--- src/rtl/hash_pkg.sv ---
// hash_pkg: shared types and helpers for the hashtable read path.
package hash_pkg;
  typedef enum logic {IDLE, SHIFT} piso_state_t;
  function automatic int idx_width(int n);
    return (n > 1) ? $clog2(n) : 1;
  endfunction
endpackage

--- src/rtl/piso_register.sv ---
// piso_register: parallel bucket word in, one slot per accepted beat out, lowest slot first.
module piso_register
  import hash_pkg::*;
#(
  parameter int DATA_WIDTH = 10,
  parameter int WORDS = 4,
  localparam int IDX_W = idx_width(WORDS)
) (
  input  logic                        clk,
  input  logic                        reset,
  input  logic                        load_valid_i,
  output logic                        load_ready_o,
  input  logic [WORDS*DATA_WIDTH-1:0] data_i,
  output logic                        data_valid_o,
  input  logic                        data_ready_i,
  output logic [DATA_WIDTH-1:0]       data_o,
  output logic [IDX_W-1:0]            index_o,
  output logic                        last_o
);
  localparam int NX = (WORDS > 1) ? 1 : 0;
  localparam logic [IDX_W-1:0] LAST_IDX = IDX_W'(WORDS - 1);
  piso_state_t state, state_next;
  logic [DATA_WIDTH-1:0] store [WORDS-1:0];
  logic load_fire, beat_fire;
  assign data_valid_o = state == SHIFT;
  assign last_o = data_valid_o && index_o == LAST_IDX;
  // Accepting a new word while the last beat leaves keeps buckets bubble-free.
  assign load_ready_o = !data_valid_o || (last_o && data_ready_i);
  always_comb begin
    load_fire = load_valid_i && load_ready_o;
    beat_fire = data_valid_o && data_ready_i;
    state_next = load_fire ? SHIFT : (beat_fire && last_o) ? IDLE : state;
  end
  always_ff @(posedge clk or negedge reset) begin
    if (!reset) begin
      state <= IDLE;
      data_o <= '0;
      index_o <= '0;
      for (int k = 0; k < WORDS; k++) store[k] <= '0;
    end else begin
      state <= state_next;
      if (load_fire) begin
        for (int k = 0; k < WORDS; k++) store[k] <= data_i[k*DATA_WIDTH +: DATA_WIDTH];
        data_o <= data_i[DATA_WIDTH-1:0];
        index_o <= '0;
      end else if (beat_fire && !last_o) begin
        for (int k = 0; k < WORDS - 1; k++) store[k] <= store[k+1];
        data_o <= store[NX];
        index_o <= index_o + IDX_W'(1);
      end
    end
  end
endmodule

--- config.mk ---
export PLATFORM = sky130hd
export DESIGN_NAME = piso_register
export DESIGN_NICKNAME = d
export VERILOG_FILES = /design/src/rtl/hash_pkg.sv /design/src/rtl/piso_register.sv
export SDC_FILE = /design/constraint.sdc
export NUM_CORES = 1
export LEC_CHECK = 0
export CORE_MARGIN = 2
export CORE_UTILIZATION = 47
export DETAILED_ROUTE_END_ITERATION = 16
export PLACE_DENSITY = 0.79
export SKIP_CTS_REPAIR_TIMING = 1
export SLEW_MARGIN = 20
export SYNTH_ARGS = -nofsm -noshare
export SYNTH_HDL_FRONTEND = slang
export SYNTH_SLANG_ARGS = --single-unit
export TNS_END_PERCENT = 1
--- constraint.sdc ---
create_clock -name clk -period 2.6 [get_ports clk]
set_clock_uncertainty 0.15 [all_clocks]
set_input_delay 0.52 -clock clk [delete_from_list [all_inputs] [get_ports clk]]
set_output_delay 0.52 -clock clk [all_outputs]
set_load 0.01 [all_outputs]
==> results.cfg, run 1 <==
[sta]
finalMaxSlewViolations = 0
rsz0062_at_grt = false
final_hold_viol_count = 0
fmax_ghz = 0.412
worst_slew_pin_slew_ps = 657
setup_tns_ps = 0
period_needed_ps = 2430
maxSlewHeadroom_pct = 56.2
setup_viol = 0
period_share_pct = 93.4

[setup_path]
path_class = flop to output port
startpoint = index_o[0]$_DFFE_PN0P_
reg2reg_depth = 4
worst_setup_path_start_kind = flop
critPathCapture = load_ready_o
reg2reg_slack_ps = 510
reg2reg_to = store[38]$_DFFE_PN0P_
critPathArrivalTime_ps = 1760
cp_max_fo = 5
end_kind = output port
cp.required_ps = 1930
r2r-start = index_o[0]$_DFFE_PN0P_

[drt]
firstDrtPassIters = 5
drt_iter0_drc = 159
wirelength_um = 4580
dr_wl_met2_um = 2190
post_drt_wl_per_cell_um = 15.9
dr_total_vias = 1632
vias_per_cell = 5.67
met1_length_um = 2120
drcViolationCount = 0
ant_nets = 0
dr.max_layer_used = met4
wl_met3_um = 243

[synthesis]
synth_top_area_share_pct = 52.3
ys_ff_latch = 43
ys_seq_area_share_pct = 52.3
syn_area_per_cell_um2 = 11.6
yosys_warnings = 0
synth_area_um2 = 2060
synth_cells = 178
yosys.area.top_type = dfrtp_1
synth_fp_nets = 223
yosys-top-cells-area = dfrtp_1 (52%), o221a_2 (7.1%), a221o_1 (6.8%)
ys_types = 24

[finish]
area_growth_pct = 34.4
drive_above_1_share_pct = 13.1
final_common_cell = clkdlybuf4s50_1
nets = 280
final_cell_mix = clkdlybuf4s50_1 (57), dfrtp_1 (43), nor2_1 (18)
num-fill-cells = 361
fin_area_um2 = 2760
antenna_cells = 0

[floorplan]
die-area_um2 = 4920
rows = 24
die_x_um = 70.2
die_h_um = 70.2
start_util_pct = 47.9
core_area_um2 = 4290
pin_count = 59

[placement]
dp_hpwl_um = 3240
port-buffer-count = 58
placed_area_um2 = 2660
gp_congestion = 0.805

[clocking]
cts-root-buf = clkbuf_8
cts_buffer_depth = 2
path_clk_slew_ps = 90
cts_tree = done
numClockSinks = 43
ctsHtreeMaxLevel = 2
cts_buffers = 5
clkLatencyLatePin_ps = 300

[grt]
antenna_found_initial = 0
first_global_vias = 1615
grt_max_degree = 35
grt-ovfl-total = 0
grt_pass1_wl_um = 7890
track_usage_pct = 20.3

[power_and_ir_drop]
vdd_drop_max_mv = 0.529
power_density_nw_per_um2 = 1030
p_leak_nw = 1.15

[outcome]
outcome = finished clean

[flow_run]
cap_violations = 0

[worst_hold_path]
hp-class = flop to flop
report_power, final:
part           switching [mW]  total [mW]  internal [mW]  leakage [nW]
logic                   0.463        1.16          0.699         0.609
clock network           0.249       0.441          0.192        0.0408
registers               0.240        1.24           1.00         0.502
synth_stat cells, drive strengths merged:
cell type / number
buf: 10
nand2: 3
o21ai: 16
mux2i: 1
nand2b: 1
and3b: 1
a22o: 1
and3: 10
o221a: 16
clkbuf: 7
and2: 6
nor3b: 16
a21bo: 1
dfrtp: 43
mux2: 10
a221o: 14
ha: 1
inv: 2
xnor2: 1
nor2: 18
sequential cells by signal, indices dropped and copies added (netlist names):
register,flops
index_o,2
data_valid_o,1
store,30
data_o,10
worst max-delay path, stage by stage, from the launching register on:
cell and delay [ps]:
dfrtp_1 420, ha_1 290, a21bo_2 260, clkdlybuf4s50_1 480
logic make-up (layout without fill, tap and decap cells):
| kind of cell | count (synthesis) | after routing | share of synthesized area (%) |
|---|---|---|---|
| fa+ha+maj | 1 | 1 | 0.608 |
| flops | 43 | 43 | 52.3 |
| buf+inv | 19 | 77 | 5.05 |
| compound gates | 48 | 48 | 20.4 |
| simple gates | 55 | 55 | 15.3 |
| xor+xnor | 1 | 1 | 0.426 |
| mux | 11 | 11 | 5.96 |
routing by layer:
layer  vias up  global-route usage [%]
li1        787                       -
met3         4                    5.63
met2        57                    32.6
met1       784                    27.4
met4         0                    5.13
met5         -                       0
worst min path at each step:
stage / start / to / slack [ps] / cells after the start
after global routing: store[30]$_DFFE_PN0P_ / store[30]$_DFFE_PN0P_ / 360 / 1
after detailed placement: reset / data_o[9]$_DFFE_PN0P_ / 270 / 1
final: store[32]$_DFFE_PN0P_ / store[32]$_DFFE_PN0P_ / 340 / 1
after CTS: reset / data_o[2]$_DFFE_PN0P_ / -70 / 1
after floorplan: reset / data_o[0]$_DFFE_PN0P_ / 70 / 0
after global placement: reset / data_o[9]$_DFFE_PN0P_ / 260 / 1
layout make-up:
type / instances / area, um^2 / area share [%]
flip-flops and latches: 43 / 1080 / 38.9
multi-input cells: 116 / 877 / 31.7
repair buffers: 67 / 646 / 23.4
clock buffers: 5 / 68.8 / 2.49
well taps: 52 / 65.1 / 2.35
clock inverters: 3 / 23.8 / 0.860
inverters: 2 / 7.51 / 0.272
through the flow:
stage | std cells | util (%) | hold slack [ps] | power, mW | setup WS (ps)
5_1_grt | 288 | 64.4 | 363 | 3.06 | 110
4_1_cts | 287 | 64.1 | -70.9 | 2.86 | 165
3_5_place_dp | 279 | 62.0 | 266 | 2.42 | 200
2_1_floorplan | 178 | - | 74.4 | 1.96 | 694
3_3_place_gp | 279 | 62.0 | 261 | 2.37 | 231
6_report | 288 | 64.4 | 342 | 2.85 | 172
Note: power is estimated with default switching activity, not from simulation.
==> inputs of run 2 (changes only) <==
CORE_UTILIZATION = 60   (was 47)
DONT_BUFFER_PORTS = 1   (was default)
PLACE_DENSITY = 0.76   (was 0.79)
==> run 2 against run 1 <==
Clock power shrank 32%. Sequential share of layout area up 12 points. Combinational power down 27%. Wire length down 9.6%. Non-clock buffer count decreased by 62. Highest routed layer unchanged. Sequential power is 4% higher. Clock-buffer cell count unchanged. Core utilization about the same. Design area is 23% lower. First-iteration DRC count fell by 36%. Setup slack better by 300 ps. Worst hold slack got worse by 180 ps.
==> results.cfg, run 2 (synthesized netlist as in run 1, its figures left out) <==
[grt]
antenna_found_initial = 0
track_usage_pct = 22.6
first_global_vias = 1468
grt_pass1_wl_um = 7000
grt_max_degree = 44
grt-ovfl-total = 0

[power_and_ir_drop]
vdd_drop_max_mv = 0.534
p_leak_nw = 0.908
power_density_nw_per_um2 = 1140

[placement]
dp.cells = 210
port-buffer-count = 0
gp_congestion = 0.842
dp_hpwl_um = 2870

[finish]
area_growth_pct = 3.59
num-fill-cells = 274
post-route-util_pct = 64.4
regMostFlops = store
largest_reg_flops = 30
reg_top3 = store: 30 flops, data_o: 10 flops, index_o: 2 flops
final_cell_mix = dfrtp_1 (43), nor2_1 (18), nor3b_1 (16), o21ai_0 (16), a221o_1 (14)
drive_above_1_share_pct = 14.9
final_common_cell = dfrtp_1
nets = 218
antenna_cells = 0
stdcell_count = 220

[worst_hold_path]
hp-class = input pin to flop

[clocking]
path_clk_slew_ps = 110
clkLatencyLatePin_ps = 330
cts_tree = done
cts_buffer_depth = 2
ctsHtreeMaxLevel = 2
cts-root-buf = clkbuf_4
cts_buffers = 5
numClockSinks = 43

[drt]
wirelength_um = 4140
vias_per_cell = 6.37
post_drt_wl_per_cell_um = 18.8
drcViolationCount = 0
ant_nets = 0
firstDrtPassIters = 4
dr_total_vias = 1401
drt_iter0_drc = 102

[floorplan]
start_util_pct = 62.1
die_x_um = 62.6
core_area_um2 = 3310
pin_count = 59
rows = 21
die_h_um = 62.6
die-area_um2 = 3910

[setup_path]
cp.required_ps = 1930
end_kind = output port
worst_setup_path_start_kind = flop
crit_chain = ha_1, buf_4, and2_1
cp_max_fo = 19
critPathArrivalTime_ps = 1460
crit_slowest_cell = dfrtp_1
path_class = flop to output port
slowest_delay_ps = 460

[sta]
period_share_pct = 81.8
setup_viol = 0
final_hold_viol_count = 0
finalMaxSlewViolations = 0
maxSlewHeadroom_pct = 55.8
setup_tns_ps = 0
worst_slew_pin_slew_ps = 663
fmax_ghz = 0.470
period_needed_ps = 2130
rsz0062_at_grt = false

[outcome]
outcome = finished clean

[flow_run]
cap_violations = 0
## run 2: changes by cell type in the layout (fill, tap and decap cells not counted), sizes merged
| cell | change |
|---|---|
| clkinv | +3 |
| inv | -1 |
| clkinvlp | -2 |
| buf | -5 |
| clkdlybuf4s50 | -57 |
## run 2: layout make-up
class | instances | area (um^2) | share of cell area, %
Sequential cell | 43 | 1080 | 50.5
Multi-Input combinational cell | 116 | 877 | 41.2
Timing Repair Buffer | 5 | 60.1 | 2.82
Tap cell | 46 | 57.6 | 2.70
Clock buffer | 5 | 37.5 | 1.76
Clock inverter | 3 | 15.0 | 0.705
Inverter | 2 | 7.51 | 0.352
## run 2: routing by layer
layer / global-route usage (%) / vias to the layer above / routed length, um
met5: 0 / - / 0
met4: 8.89 / 0 / 38
met2: 37.0 / 45 / 2070
met1: 27.8 / 685 / 1750
li1: - / 666 / -
met3: 7.57 / 5 / 281
## run 2: final timing paths
| path | from | end | slack (ps) | cells past startpoint |
|---|---|---|---|---|
| hold / removal | data_i[34] | store[34]$_DFFE_PN0P_ | 160 | 1 |
| setup / recovery | index_o[0]$_DFFE_PN0P_ | last_o | 470 | 3 |
| max in group asynchronous | reset | store[16]$_DFFE_PN0P_ | 1580 | 2 |
| setup reg to reg | index_o[0]$_DFFE_PN0P_ | index_o[1]$_DFFE_PN0P_ | 500 | 5 |
| min in group asynchronous | reset | data_o[5]$_DFFE_PN0P_ | 530 | 2 |
| hold reg to reg | store[35]$_DFFE_PN0P_ | store[35]$_DFFE_PN0P_ | 350 | 1 |
## run 2: critical path: cells and delay by family (launching register included)
kind                     cells  cell delay, ps
flip-flops                   1             460
adder cells (fa/ha/maj)      1             250
AND/OR/NAND/NOR              1             220
buffers and inverters        1             200
## run 2: through the flow
step                cell area [um^2]  worst slack (ps)  hold slack [ps]  power, mW
finish                          2130               473              164       2.43
global route                    2130               358              131       2.63
CTS                             2090               460             -301       2.42
detailed placement              2040               507             75.2       2.12
global placement                2040               591             75.2       2.06
floorplan                       2060               694             74.4       1.96
## run 2: report_power, final
part / internal (mW) / total [mW] / switching (mW)
clock: 0.101 / 0.298 / 0.197
sequential: 1.00 / 1.29 / 0.288
combinational: 0.464 / 0.845 / 0.381
total: 1.57 / 2.43 / 0.866
